**config.mk**
```make
export PLATFORM = sky130hd
export DESIGN_NAME = surf4_pps_gen_flat
export DESIGN_NICKNAME = d
export VERILOG_FILES = /design/src/rtl/surf4_pps_pkg.sv /design/src/rtl/surf4_pps_if.sv /design/src/rtl/surf4_pps_filter.sv /design/src/rtl/surf4_pps_gen.sv /design/src/flat_wrapper.sv
export SDC_FILE = /design/constraint.sdc
export NUM_CORES = 1
export LEC_CHECK = 0
export CORE_UTILIZATION = 40
export DETAILED_ROUTE_END_ITERATION = 12
export PLACE_DENSITY_LB_ADDON = 0.12
export SLEW_MARGIN = 20
export SYNTH_ARGS = -nofsm -noshare
export SYNTH_HDL_FRONTEND = slang
export SYNTH_SLANG_ARGS = --single-unit
```
**constraint.sdc**
```tcl
create_clock -name clk_i -period 5.4 [get_ports clk_i]
set_input_delay 0.81 -clock clk_i [delete_from_list [all_inputs] [get_ports clk_i]]
set_output_delay 0.81 -clock clk_i [all_outputs]
set_load 0.03 [all_outputs]
```
**src/rtl/surf4_pps_pkg.sv**
```systemverilog
// surf4_pps_pkg: mode and FSM encodings plus counter sizing shared by the PPS generator.
package surf4_pps_pkg;

    typedef enum logic [1:0] {
        PPS_MODE_EXT  = 2'b00,
        PPS_MODE_INT  = 2'b01,
        PPS_MODE_HOLD = 2'b10,
        PPS_MODE_SW   = 2'b11
    } pps_mode_t;

    typedef enum logic [1:0] {
        ST_UNLOCKED = 2'b00,
        ST_LOCKED   = 2'b01,
        ST_HOLDOVER = 2'b10
    } pps_state_t;

    function automatic int cnt_width(input int freq, input int tol);
        return $clog2(freq + tol + 1);
    endfunction

endpackage

```
**src/rtl/surf4_pps_if.sv**
```systemverilog
// surf4_pps_if: PPS pin, mode select, software strobe and the conditioned PPS/status outputs.
interface surf4_pps_if;

    logic        PPS;
    logic [1:0]  sel_i;
    logic        sw_pps_i;
    logic        pps_o;
    logic        locked_o;
    logic        holdover_o;
    logic        pps_missing_o;
    logic [31:0] period_o;
    logic        period_valid_o;

    modport master (
        output PPS, sel_i, sw_pps_i,
        input  pps_o, locked_o, holdover_o, pps_missing_o, period_o, period_valid_o
    );

    modport slave (
        input  PPS, sel_i, sw_pps_i,
        output pps_o, locked_o, holdover_o, pps_missing_o, period_o, period_valid_o
    );

endinterface

```
**src/rtl/surf4_pps_filter.sv**
```systemverilog
// surf4_pps_filter: synchronises the raw PPS pin and emits one qual_edge per sufficiently long high run.
module surf4_pps_filter #(
    parameter int SYNC_STAGES     = 2,
    parameter int MIN_HIGH_CYCLES = 8
) (
    input  logic clk_i,
    input  logic rst_i,
    input  logic i_pps,
    output logic o_qual_edge
);

    localparam int RW = $clog2(MIN_HIGH_CYCLES + 1);

    logic [SYNC_STAGES-1:0] r_sync;
    logic [RW-1:0]          r_run;
    logic                   w_synced;

    assign w_synced = r_sync[SYNC_STAGES-1];

    always_ff @(posedge clk_i or posedge rst_i) begin
        if (rst_i) begin
            r_sync <= '0;
            r_run  <= '0;
        end else begin
            r_sync <= {r_sync[SYNC_STAGES-2:0], i_pps};
            // Saturating at the threshold keeps a long high run from firing twice.
            r_run  <= !w_synced ? '0 : (r_run == RW'(MIN_HIGH_CYCLES)) ? r_run : r_run + RW'(1);
        end
    end

    assign o_qual_edge = w_synced && (r_run == RW'(MIN_HIGH_CYCLES - 1));

endmodule

```
**src/rtl/surf4_pps_gen.sv**
```systemverilog
// surf4_pps_gen: PPS conditioning, period measurement, lock/holdover tracking and PPS synthesis.
module surf4_pps_gen
    import surf4_pps_pkg::*;
#(
    parameter int CLK_FREQ_HZ     = 100000000,
    parameter int PERIOD_TOL      = 1000,
    parameter int SYNC_STAGES     = 2,
    parameter int MIN_HIGH_CYCLES = 8
) (
    input logic        clk_i,
    input logic        rst_i,
    surf4_pps_if.slave io
);

    localparam int CW = cnt_width(CLK_FREQ_HZ, PERIOD_TOL);

    logic          w_qual, w_sel_chg, w_good, w_itick, w_win, w_timeout;
    logic          w_realign, w_missing, w_pps;
    logic [31:0]   r_pcnt, r_period;
    logic [CW-1:0] r_icnt;
    logic [1:0]    r_sel;
    logic          r_seen, r_valid, r_pps, r_missing, r_locked, r_hold;
    pps_state_t    r_state, w_next;

    surf4_pps_filter #(
        .SYNC_STAGES    (SYNC_STAGES),
        .MIN_HIGH_CYCLES(MIN_HIGH_CYCLES)
    ) u_filter (
        .clk_i      (clk_i),
        .rst_i      (rst_i),
        .i_pps      (io.PPS),
        .o_qual_edge(w_qual)
    );

    assign w_sel_chg = io.sel_i != r_sel;
    // A period only counts once an earlier edge has started the measurement.
    assign w_good    = r_seen && r_pcnt >= 32'(CLK_FREQ_HZ - PERIOD_TOL) && r_pcnt <= 32'(CLK_FREQ_HZ + PERIOD_TOL);
    assign w_itick   = r_icnt == CW'(CLK_FREQ_HZ - 1);
    assign w_win     = r_icnt <= CW'(PERIOD_TOL) || r_icnt >= CW'(CLK_FREQ_HZ - 1 - PERIOD_TOL);
    assign w_timeout = r_pcnt == 32'(CLK_FREQ_HZ + PERIOD_TOL);

    always_comb begin
        w_next    = r_state;
        w_realign = 1'b0;
        w_missing = 1'b0;
        case (r_state)
            ST_UNLOCKED: begin
                w_next    = (w_qual && w_good) ? ST_LOCKED : ST_UNLOCKED;
                w_realign = w_qual && w_good;
            end
            ST_LOCKED: begin
                w_next    = w_qual ? (w_good ? ST_LOCKED : ST_UNLOCKED) : w_timeout ? ST_HOLDOVER : ST_LOCKED;
                w_realign = w_qual ? w_good : w_timeout;
                w_missing = !w_qual && w_timeout;
            end
            ST_HOLDOVER: begin
                w_next    = w_qual ? (w_win ? ST_LOCKED : ST_UNLOCKED) : ST_HOLDOVER;
                w_realign = w_qual && w_win;
            end
            default: w_next = ST_UNLOCKED;
        endcase
        if (w_sel_chg) begin
            w_next    = ST_UNLOCKED;
            w_missing = 1'b0;
        end
        w_pps = w_sel_chg ? 1'b0 :
                io.sel_i == PPS_MODE_EXT ? w_qual :
                io.sel_i == PPS_MODE_INT ? w_itick :
                io.sel_i == PPS_MODE_SW  ? io.sw_pps_i :
                r_state == ST_HOLDOVER   ? (w_qual | w_itick) : (w_qual | w_missing);
    end

    always_ff @(posedge clk_i or posedge rst_i) begin
        if (rst_i) r_state <= ST_UNLOCKED;
        else       r_state <= w_next;
    end

    always_ff @(posedge clk_i or posedge rst_i) begin
        if (rst_i) begin
            r_pcnt    <= '0;
            r_period  <= '0;
            r_icnt    <= '0;
            r_sel     <= '0;
            r_seen    <= 1'b0;
            r_valid   <= 1'b0;
            r_pps     <= 1'b0;
            r_missing <= 1'b0;
            r_locked  <= 1'b0;
            r_hold    <= 1'b0;
        end else begin
            r_pcnt    <= w_qual ? 32'd1 : (&r_pcnt) ? r_pcnt : r_pcnt + 32'd1;
            r_period  <= w_qual ? r_pcnt : r_period;
            // Free-run mode never realigns the internal second to external events.
            r_icnt    <= (w_sel_chg || (w_realign && io.sel_i != PPS_MODE_INT) || w_itick) ? '0 : r_icnt + CW'(1);
            r_sel     <= io.sel_i;
            r_seen    <= !w_sel_chg && (r_seen || w_qual);
            r_valid   <= !w_sel_chg && (r_valid || (w_qual && r_seen));
            r_pps     <= w_pps;
            r_missing <= w_missing;
            r_locked  <= w_next == ST_LOCKED;
            r_hold    <= w_next == ST_HOLDOVER;
        end
    end

    assign io.pps_o          = r_pps;
    assign io.locked_o       = r_locked;
    assign io.holdover_o     = r_hold;
    assign io.pps_missing_o  = r_missing;
    assign io.period_o       = r_period;
    assign io.period_valid_o = r_valid;

endmodule
```
**src/flat_wrapper.sv**
```systemverilog
// flat-port wrapper written by rule: the top's interface ports become plain ports
module surf4_pps_gen_flat import surf4_pps_pkg::*;
#(
    parameter int CLK_FREQ_HZ     = 100000000,
    parameter int PERIOD_TOL      = 1000,
    parameter int SYNC_STAGES     = 2,
    parameter int MIN_HIGH_CYCLES = 8
)
  (clk_i, rst_i, io_PPS, io_sel_i, io_sw_pps_i, io_pps_o, io_locked_o, io_holdover_o, io_pps_missing_o, io_period_o, io_period_valid_o);
  surf4_pps_if io_i ();
  input logic clk_i;
  input logic rst_i;
  input wire logic [$bits(io_i.PPS)-1:0] io_PPS;
  input wire logic [$bits(io_i.sel_i)-1:0] io_sel_i;
  input wire logic [$bits(io_i.sw_pps_i)-1:0] io_sw_pps_i;
  output wire logic [$bits(io_i.pps_o)-1:0] io_pps_o;
  output wire logic [$bits(io_i.locked_o)-1:0] io_locked_o;
  output wire logic [$bits(io_i.holdover_o)-1:0] io_holdover_o;
  output wire logic [$bits(io_i.pps_missing_o)-1:0] io_pps_missing_o;
  output wire logic [$bits(io_i.period_o)-1:0] io_period_o;
  output wire logic [$bits(io_i.period_valid_o)-1:0] io_period_valid_o;
  assign io_i.PPS = io_PPS;
  assign io_i.sel_i = io_sel_i;
  assign io_i.sw_pps_i = io_sw_pps_i;
  assign io_pps_o = io_i.pps_o;
  assign io_locked_o = io_i.locked_o;
  assign io_holdover_o = io_i.holdover_o;
  assign io_pps_missing_o = io_i.pps_missing_o;
  assign io_period_o = io_i.period_o;
  assign io_period_valid_o = io_i.period_valid_o;
  surf4_pps_gen #(.CLK_FREQ_HZ(CLK_FREQ_HZ), .PERIOD_TOL(PERIOD_TOL), .SYNC_STAGES(SYNC_STAGES), .MIN_HIGH_CYCLES(MIN_HIGH_CYCLES)) u_core (.clk_i(clk_i), .rst_i(rst_i), .io(io_i));
endmodule
```
# Word-level counts from Yosys, hierarchy flattened
# Index checks and enable logic that the tools add are counted.
# totals
reg_bits	107
input_bits	6
output_inout_bits	37
elab_cells	78
# classes
add_sub_neg	3
magnitude_cmp	4
eq_ne	14
mux	22
bitwise_logic	2
n_reduce_logical	20
# ops
cell	count
two-way mux 32 bit	2
adder 32 x 1 -> 32 bit (second input constant)	1
equality test 32 x 27 -> 1 bit (second input constant)	1
>= comparator 32 x 27 -> 1 bit (second input constant)	1
less-or-equal comparator 32 x 27 -> 1 bit (second input constant)	1
AND reduction 32 bit	1
adder 27 x 1 -> 27 bit (second input constant)	1
equality test 27 bit (second input constant)	1
>= comparator 27 bit (second input constant)	1
less-or-equal comparator 27 x 10 -> 1 bit (second input constant)	1
two-way mux 27 bit	1
two-way mux 1 bit	11
logical AND 1 bit	10
two-way mux 2 bit	4
two-way mux 4 bit	2
equality test 2 x 1 -> 1 bit (second input constant)	3
equality test 2 bit (second input constant)	3
case mux 2 bit (3 select lines)	1
logical OR 1 bit	5
adder 4 x 1 -> 4 bit (second input constant)	1
equality test 4 x 3 -> 1 bit (second input constant)	1
equality test 4 bit (second input constant)	1
logical NOT 2 bit	2
inequality test 2 bit (second input constant)	2
5 further kinds	7

# Depth between registers and ports, before layout
# logic_depth
word_depth	12
ltp_mapped	10

# Cells and area by module
# From an unflattened synthesis, not the netlist that was laid out.
# hier_totals
cells_unflattened	537
hier_area_um2	5510.3
# by_module_without_submodules
mod	n_inst	cells_each	area_per_inst_um2	seq_area_each_um2
surf4_pps_gen	1	512	5218.8	2527.4
surf4_pps_filter	1	25	291.5	150.1

# Worst setup path before layout
# OpenSTA, ideal clock, no wires.
# synth_timing
kind	reg2reg
start	register u_core.r_pcnt[25]
end	register u_core.r_icnt[18]
setup_ns	0.135
arrival_ns	2.220
required_time_ns	5.265
path_slack_ns	3.045
stages_incl_launch_ff	9
path_buffers	2
cell_sequence	dfrtp_1 or4_1 buf_2 nor3_2 a41oi_1 or3_4 a31oi_4 buf_6 nor3_1
# synth_between
elab_chain_len	9
# synth_rtl
item	line_no	rtl
from (decl)	surf4_pps_gen.sv:19	logic [31:0] r_pcnt, r_period;
from (signal assigned)	surf4_pps_gen.sv:91	r_pcnt <= w_qual ? 32'd1 : (&r_pcnt) ? r_pcnt : r_pcnt + 32'd1;
>= comparator 32 x 27 -> 1 bit	surf4_pps_gen.sv:37	assign w_good = r_seen && r_pcnt >= 32'(CLK_FREQ_HZ - PERIOD_TOL) && r_pcnt <= 32'(CLK_FREQ_HZ + PERIOD_TOL);
logical AND 1 bit (2 in series)	surf4_pps_gen.sv:37	
two-way mux 1 bit or logical AND 1 bit (tied branches)	surf4_pps_gen.sv:53, surf4_pps_gen.sv:49	
case mux 1 bit (3 select lines) *	surf4_pps_gen.sv:46	case (r_state)
logical AND 1 bit *	surf4_pps_gen.sv:94	r_icnt <= (w_sel_chg || (w_realign && io.sel_i != PPS_MODE_INT) || w_itick) ? '0 : r_icnt + CW'(1);
logical OR 1 bit * (2 in series)	surf4_pps_gen.sv:94	
two-way mux 27 bit *	surf4_pps_gen.sv:94	
to (signal assigned)	surf4_pps_gen.sv:94	
to (decl)	surf4_pps_gen.sv:20	logic [CW-1:0] r_icnt;
# Every way passes the cells marked *; elsewhere a longest branch is shown, timed or not.
# A chain may end at the register's enable or synchronous reset.

# Worst setup path in the final report
# layout_timing
start	register u_core.u_filter.r_run[0]
end	register u_core.r_icnt[14]
# layout_between
elab_chain_len	8
# layout_rtl
item	line_no	rtl
from (decl)	surf4_pps_filter.sv:15	logic [RW-1:0] r_run;
from (signal assigned)	surf4_pps_filter.sv:27	r_run <= !w_synced ? '0 : (r_run == RW'(MIN_HIGH_CYCLES)) ? r_run : r_run + RW'(1);
equality test 4 x 3 -> 1 bit *	surf4_pps_filter.sv:31	assign o_qual_edge = w_synced && (r_run == RW'(MIN_HIGH_CYCLES - 1));
logical AND 1 bit *	surf4_pps_filter.sv:31	
two-way mux 1 bit, or another cell as far along	surf4_pps_gen.sv:53	w_realign = w_qual ? w_good : w_timeout;
case mux 1 bit (3 select lines) *	surf4_pps_gen.sv:46	
logical AND 1 bit *	surf4_pps_gen.sv:94	
logical OR 1 bit * (2 in series)	surf4_pps_gen.sv:94	
two-way mux 27 bit *	surf4_pps_gen.sv:94	
# Marked as above.

==> summary.txt <==
=======================================================================================
Type of origin of the critical path ......................................    flip-flop
Post-layout util .........................................................       0.4768
Cell count after synthesis ...............................................          575
Worst Max-Slew Pin Slew ..................................................    0.9011 ns
Max VDD drop .............................................................     150.7 µV
Final estimated routing congestion in global placement ...................       0.8697
Most frequent cell after synthesis .......................................      nand2_1
Class of the tightest hold or removal check .............................. flip-flop to flip-flop
Critical path type ....................................................... flip-flop to flip-flop
Most common library cells after synthesis ................................ 112 x nand2_1, 107 x dfrtp_1, 47 x nor2_1, 42 x nor3_1, 35 x xnor2_1
# nets final .............................................................          619
Average instance area after synthesis ....................................    9.228 µm²
Endpoint of the worst-slack reg-to-reg timing path ....................... u_core.r_icnt[14]
Number of antenna violations at the first check in global routing ........            0
Die footprint ............................................................    13730 µm²
Top cells by area in the synthesized netlist ............................. dfrtp_1 50%, nand2_1 7.9%, xnor2_1 5.8%, nor3_1 4.0%, nor2_1 3.3%
Worst setup path endpoint ................................................ u_core.r_icnt[14]
Worst reg2reg path startpoint ............................................ u_core.u_filter.r_run[0]
Number of violations reported at the end of detailed-routing iteration 0 .          267
Area taken by flip-flops and latches .....................................     2678 µm²
Antenna diodes ...........................................................            0
Average wire per standard cell ...........................................     14.80 µm
Final worst path period need .............................................     2.868 ns
Cts-stage hold buffer count ..............................................            0
Wire length reported by the detailed router ..............................     11.59 mm
TritonCTS buffer count ...................................................            9
Pwr dens ................................................................. 268.5 nW/µm²
Start point of the critical path ......................................... u_core.u_filter.r_run[0]
Static leakage ...........................................................     2.621 nW
Std-Cell Core Area .......................................................    12770 µm²
Net Count, Synth .........................................................          587
FILL cells ...............................................................         1254
Number of max-slew violations in the final report ........................            0
Starting density of the core .............................................       0.4154
RSZ-0062 raised after global routing .....................................           no
Area growth syn-to-layout ................................................       14.78%
Relative max-transition margin ...........................................       0.3976
Clock-pin slew on the worst setup and hold paths .........................      0.07 ns
Port bufs ................................................................           42
Level count of the clock H-tree ..........................................            3
Number of ports placed on the die boundary ...............................           43
Floorplan die height .....................................................     117.2 µm
Highest clock frequency the design can meet ..............................    348.7 MHz
Register bit count reported by yosys .....................................          107
Final worst-path cycle share .............................................       0.5310
Share of cells above drive strength 1 ....................................      0.04910
Multi-input gate area ....................................................     2417 µm²
Clock tree from TritonCTS ................................................         done
Sequential area share after synthesis ....................................       0.5046
Worst Path Max Fanout ....................................................           60
Drt pass-1 iters .........................................................            4
Synth async-reset ratio ..................................................        1.000
Cell accounting for the most synthesized area ............................      dfrtp_1
Pin count of the biggest net entering global routing .....................           80
Largest clock skew in the final design ...................................  0.004553 ns
Placed Cells incl. Taps ..................................................          768
Post-cts resize count ....................................................            0
Fin Setup TNS ............................................................         0 ns
CP required ..............................................................      5.59 ns
# DRC ....................................................................            0
Latest clock arrival within the worst-skew pair ..........................      0.35 ns
First-pass GRT wire length ...............................................     19.90 mm
Setup repair bufs after CTS ..............................................            0
Post-route non-filler standard cell count ................................          783
Count of cell types in the netlist .......................................           52
Synth Flop Type ..........................................................      dfrtp_1
Number of rows created at floorplan ......................................           41
Final hold violation count ...............................................            0
Arrival time reported for the critical path endpoint .....................      3.06 ns
Result of the run ........................................................ complete, no violations
Hold WS ..................................................................    0.3468 ns
Remaining Overflow, GRT ..................................................            0
Via count ................................................................         4054
Post-Syn Area ............................................................     5306 µm²
Total global routing track utilization ...................................       0.1876
R2r setup slk ............................................................      2.53 ns
Register-to-Register Path Depth ..........................................            7
Final setup violation count ..............................................            0
Post-detail-place hpwl ...................................................     7.731 mm
Antenna Violating Nets Remaining .........................................            0
Number of buffers on the longest clock path ..............................            2
Clock sink total .........................................................          107
CTS Root Cell ............................................................    clkbuf_16
Fraction of post-synthesis cell area in the top cell type by area ........       0.5046
Crit. End Element ........................................................    flip-flop
Die extent in x ..........................................................     117.2 µm
Max-cap violations .......................................................            0
Vias per cell ............................................................        5.178
Yosys synthesis warning count ............................................            0
Count of flip-flops with a built-in enable after synthesis ...............            0
Via count of the first global-routing pass ...............................         4062
=======================================================================================
-- worst max-delay path: stages (launching register included) --
cell and delay, ns:
dfrtp_1 0.41, ha_1 0.22, and4b_2 0.22, buf_4 0.48, nand3_1 0.18, or3_4 0.41
a31oi_4 0.65, nor3_1 0.13
-- flip-flops by register name, indices dropped and copies added, names as in the netlist --
name                      flops
u_core.io.period_valid_o      1
u_core.io.pps_missing_o       1
u_core.r_pcnt                32
u_core.u_filter.r_run         4
u_core.u_filter.r_sync        2
u_core.io.locked_o            1
u_core.r_seen                 1
u_core.r_sel                  2
u_core.io.period_o           32
u_core.r_state                2
u_core.r_icnt                27
u_core.io.pps_o               1
u_core.io.holdover_o          1
-- cells in the final DEF (no fill, tap or decap), drive strengths merged, types with 2 or more instances in the layout --
master / netlist / layout
nand3: 29 / 29
o21ai: 19 / 19
or4: 6 / 6
clkdlybuf4s50: 0 / 42
nand2b: 2 / 2
and2: 9 / 9
inv: 19 / 19
nand4b: 4 / 4
nand2: 112 / 112
a21oi: 15 / 15
buf: 9 / 3
nor3b: 2 / 2
xor2: 19 / 19
a211oi: 2 / 2
o211ai: 3 / 3
xnor2: 35 / 35
nor4: 8 / 8
and3: 17 / 17
nand4: 12 / 12
nor2b: 4 / 4
dfrtp: 107 / 107
clkinv: 0 / 3
and4: 3 / 3
clkbuf: 13 / 12
a31oi: 2 / 2
or3: 9 / 9
nor2: 47 / 47
or2: 2 / 2
nor3: 45 / 45
ha: 6 / 6
-- per-stage QoR --
step	total power, W	setup WS, ns	cell area [µm²]
after floorplan	0.001006	1.773	5306
after global placement	0.001044	2.552	5827
after CTS	0.001662	2.472	6088
after detailed placement	0.001050	2.487	5827
final	0.001635	2.532	6091
after global routing	0.001721	2.280	6091
-- cells by family (layout without fill, tap and decap cells) --
group                    Yosys count  count (layout)  synth area share
AND/OR/NAND/NOR                  314             314            0.2893
flip-flops                       107             107            0.5046
XOR/XNOR                          54              54           0.08913
AO/OA/AOI/OAI                     50              50           0.06084
buffers and inverters             43              79           0.04008
adder cells (fa/ha/maj)            6               6           0.01415
multiplexers                       1               1          0.001886
-- area by class of cell --
class                      instances  share of cell area
inverter                          19             0.01253
sequential                       107              0.4396
multi-input combinational        425              0.3969
clock buffer                      12             0.04047
tap                              172             0.03533
timing repair buffer              45             0.07272
clock inverter                     3            0.002465
-- routing by layer --
metal  routed length [µm]  share of wire  global-route usage
met1                 5696           0.49              0.2551
met2                 5375           0.46              0.2937
met3                  418          0.036             0.05355
met4                   98         0.0085             0.04979
met5                    0              0                   0
-- worst min-delay path by stage --
stage	to	start	depth (start not counted)
detailed placement	u_core.u_filter.r_sync[1]	u_core.u_filter.r_sync[0]	0
CTS	u_core.u_filter.r_sync[1]	u_core.u_filter.r_sync[0]	0
global route	u_core.u_filter.r_sync[1]	u_core.u_filter.r_sync[0]	0
finish	u_core.u_filter.r_sync[1]	u_core.u_filter.r_sync[0]	0
floorplan	u_core.u_filter.r_sync[1]	u_core.u_filter.r_sync[0]	0
global placement	u_core.u_filter.r_sync[1]	u_core.u_filter.r_sync[0]	0
-- where the power goes --
part           leakage (nW)  total, W  internal [W]  switching, W
Sequential             1.46  0.000887      0.000837     0.0000508
Combinational          1.02  0.000147     0.0000574     0.0000898
Clock                 0.132  0.000601      0.000321      0.000280
Total                  2.62   0.00164       0.00121      0.000420
No activity file was read; power rests on OpenSTA's default activity.
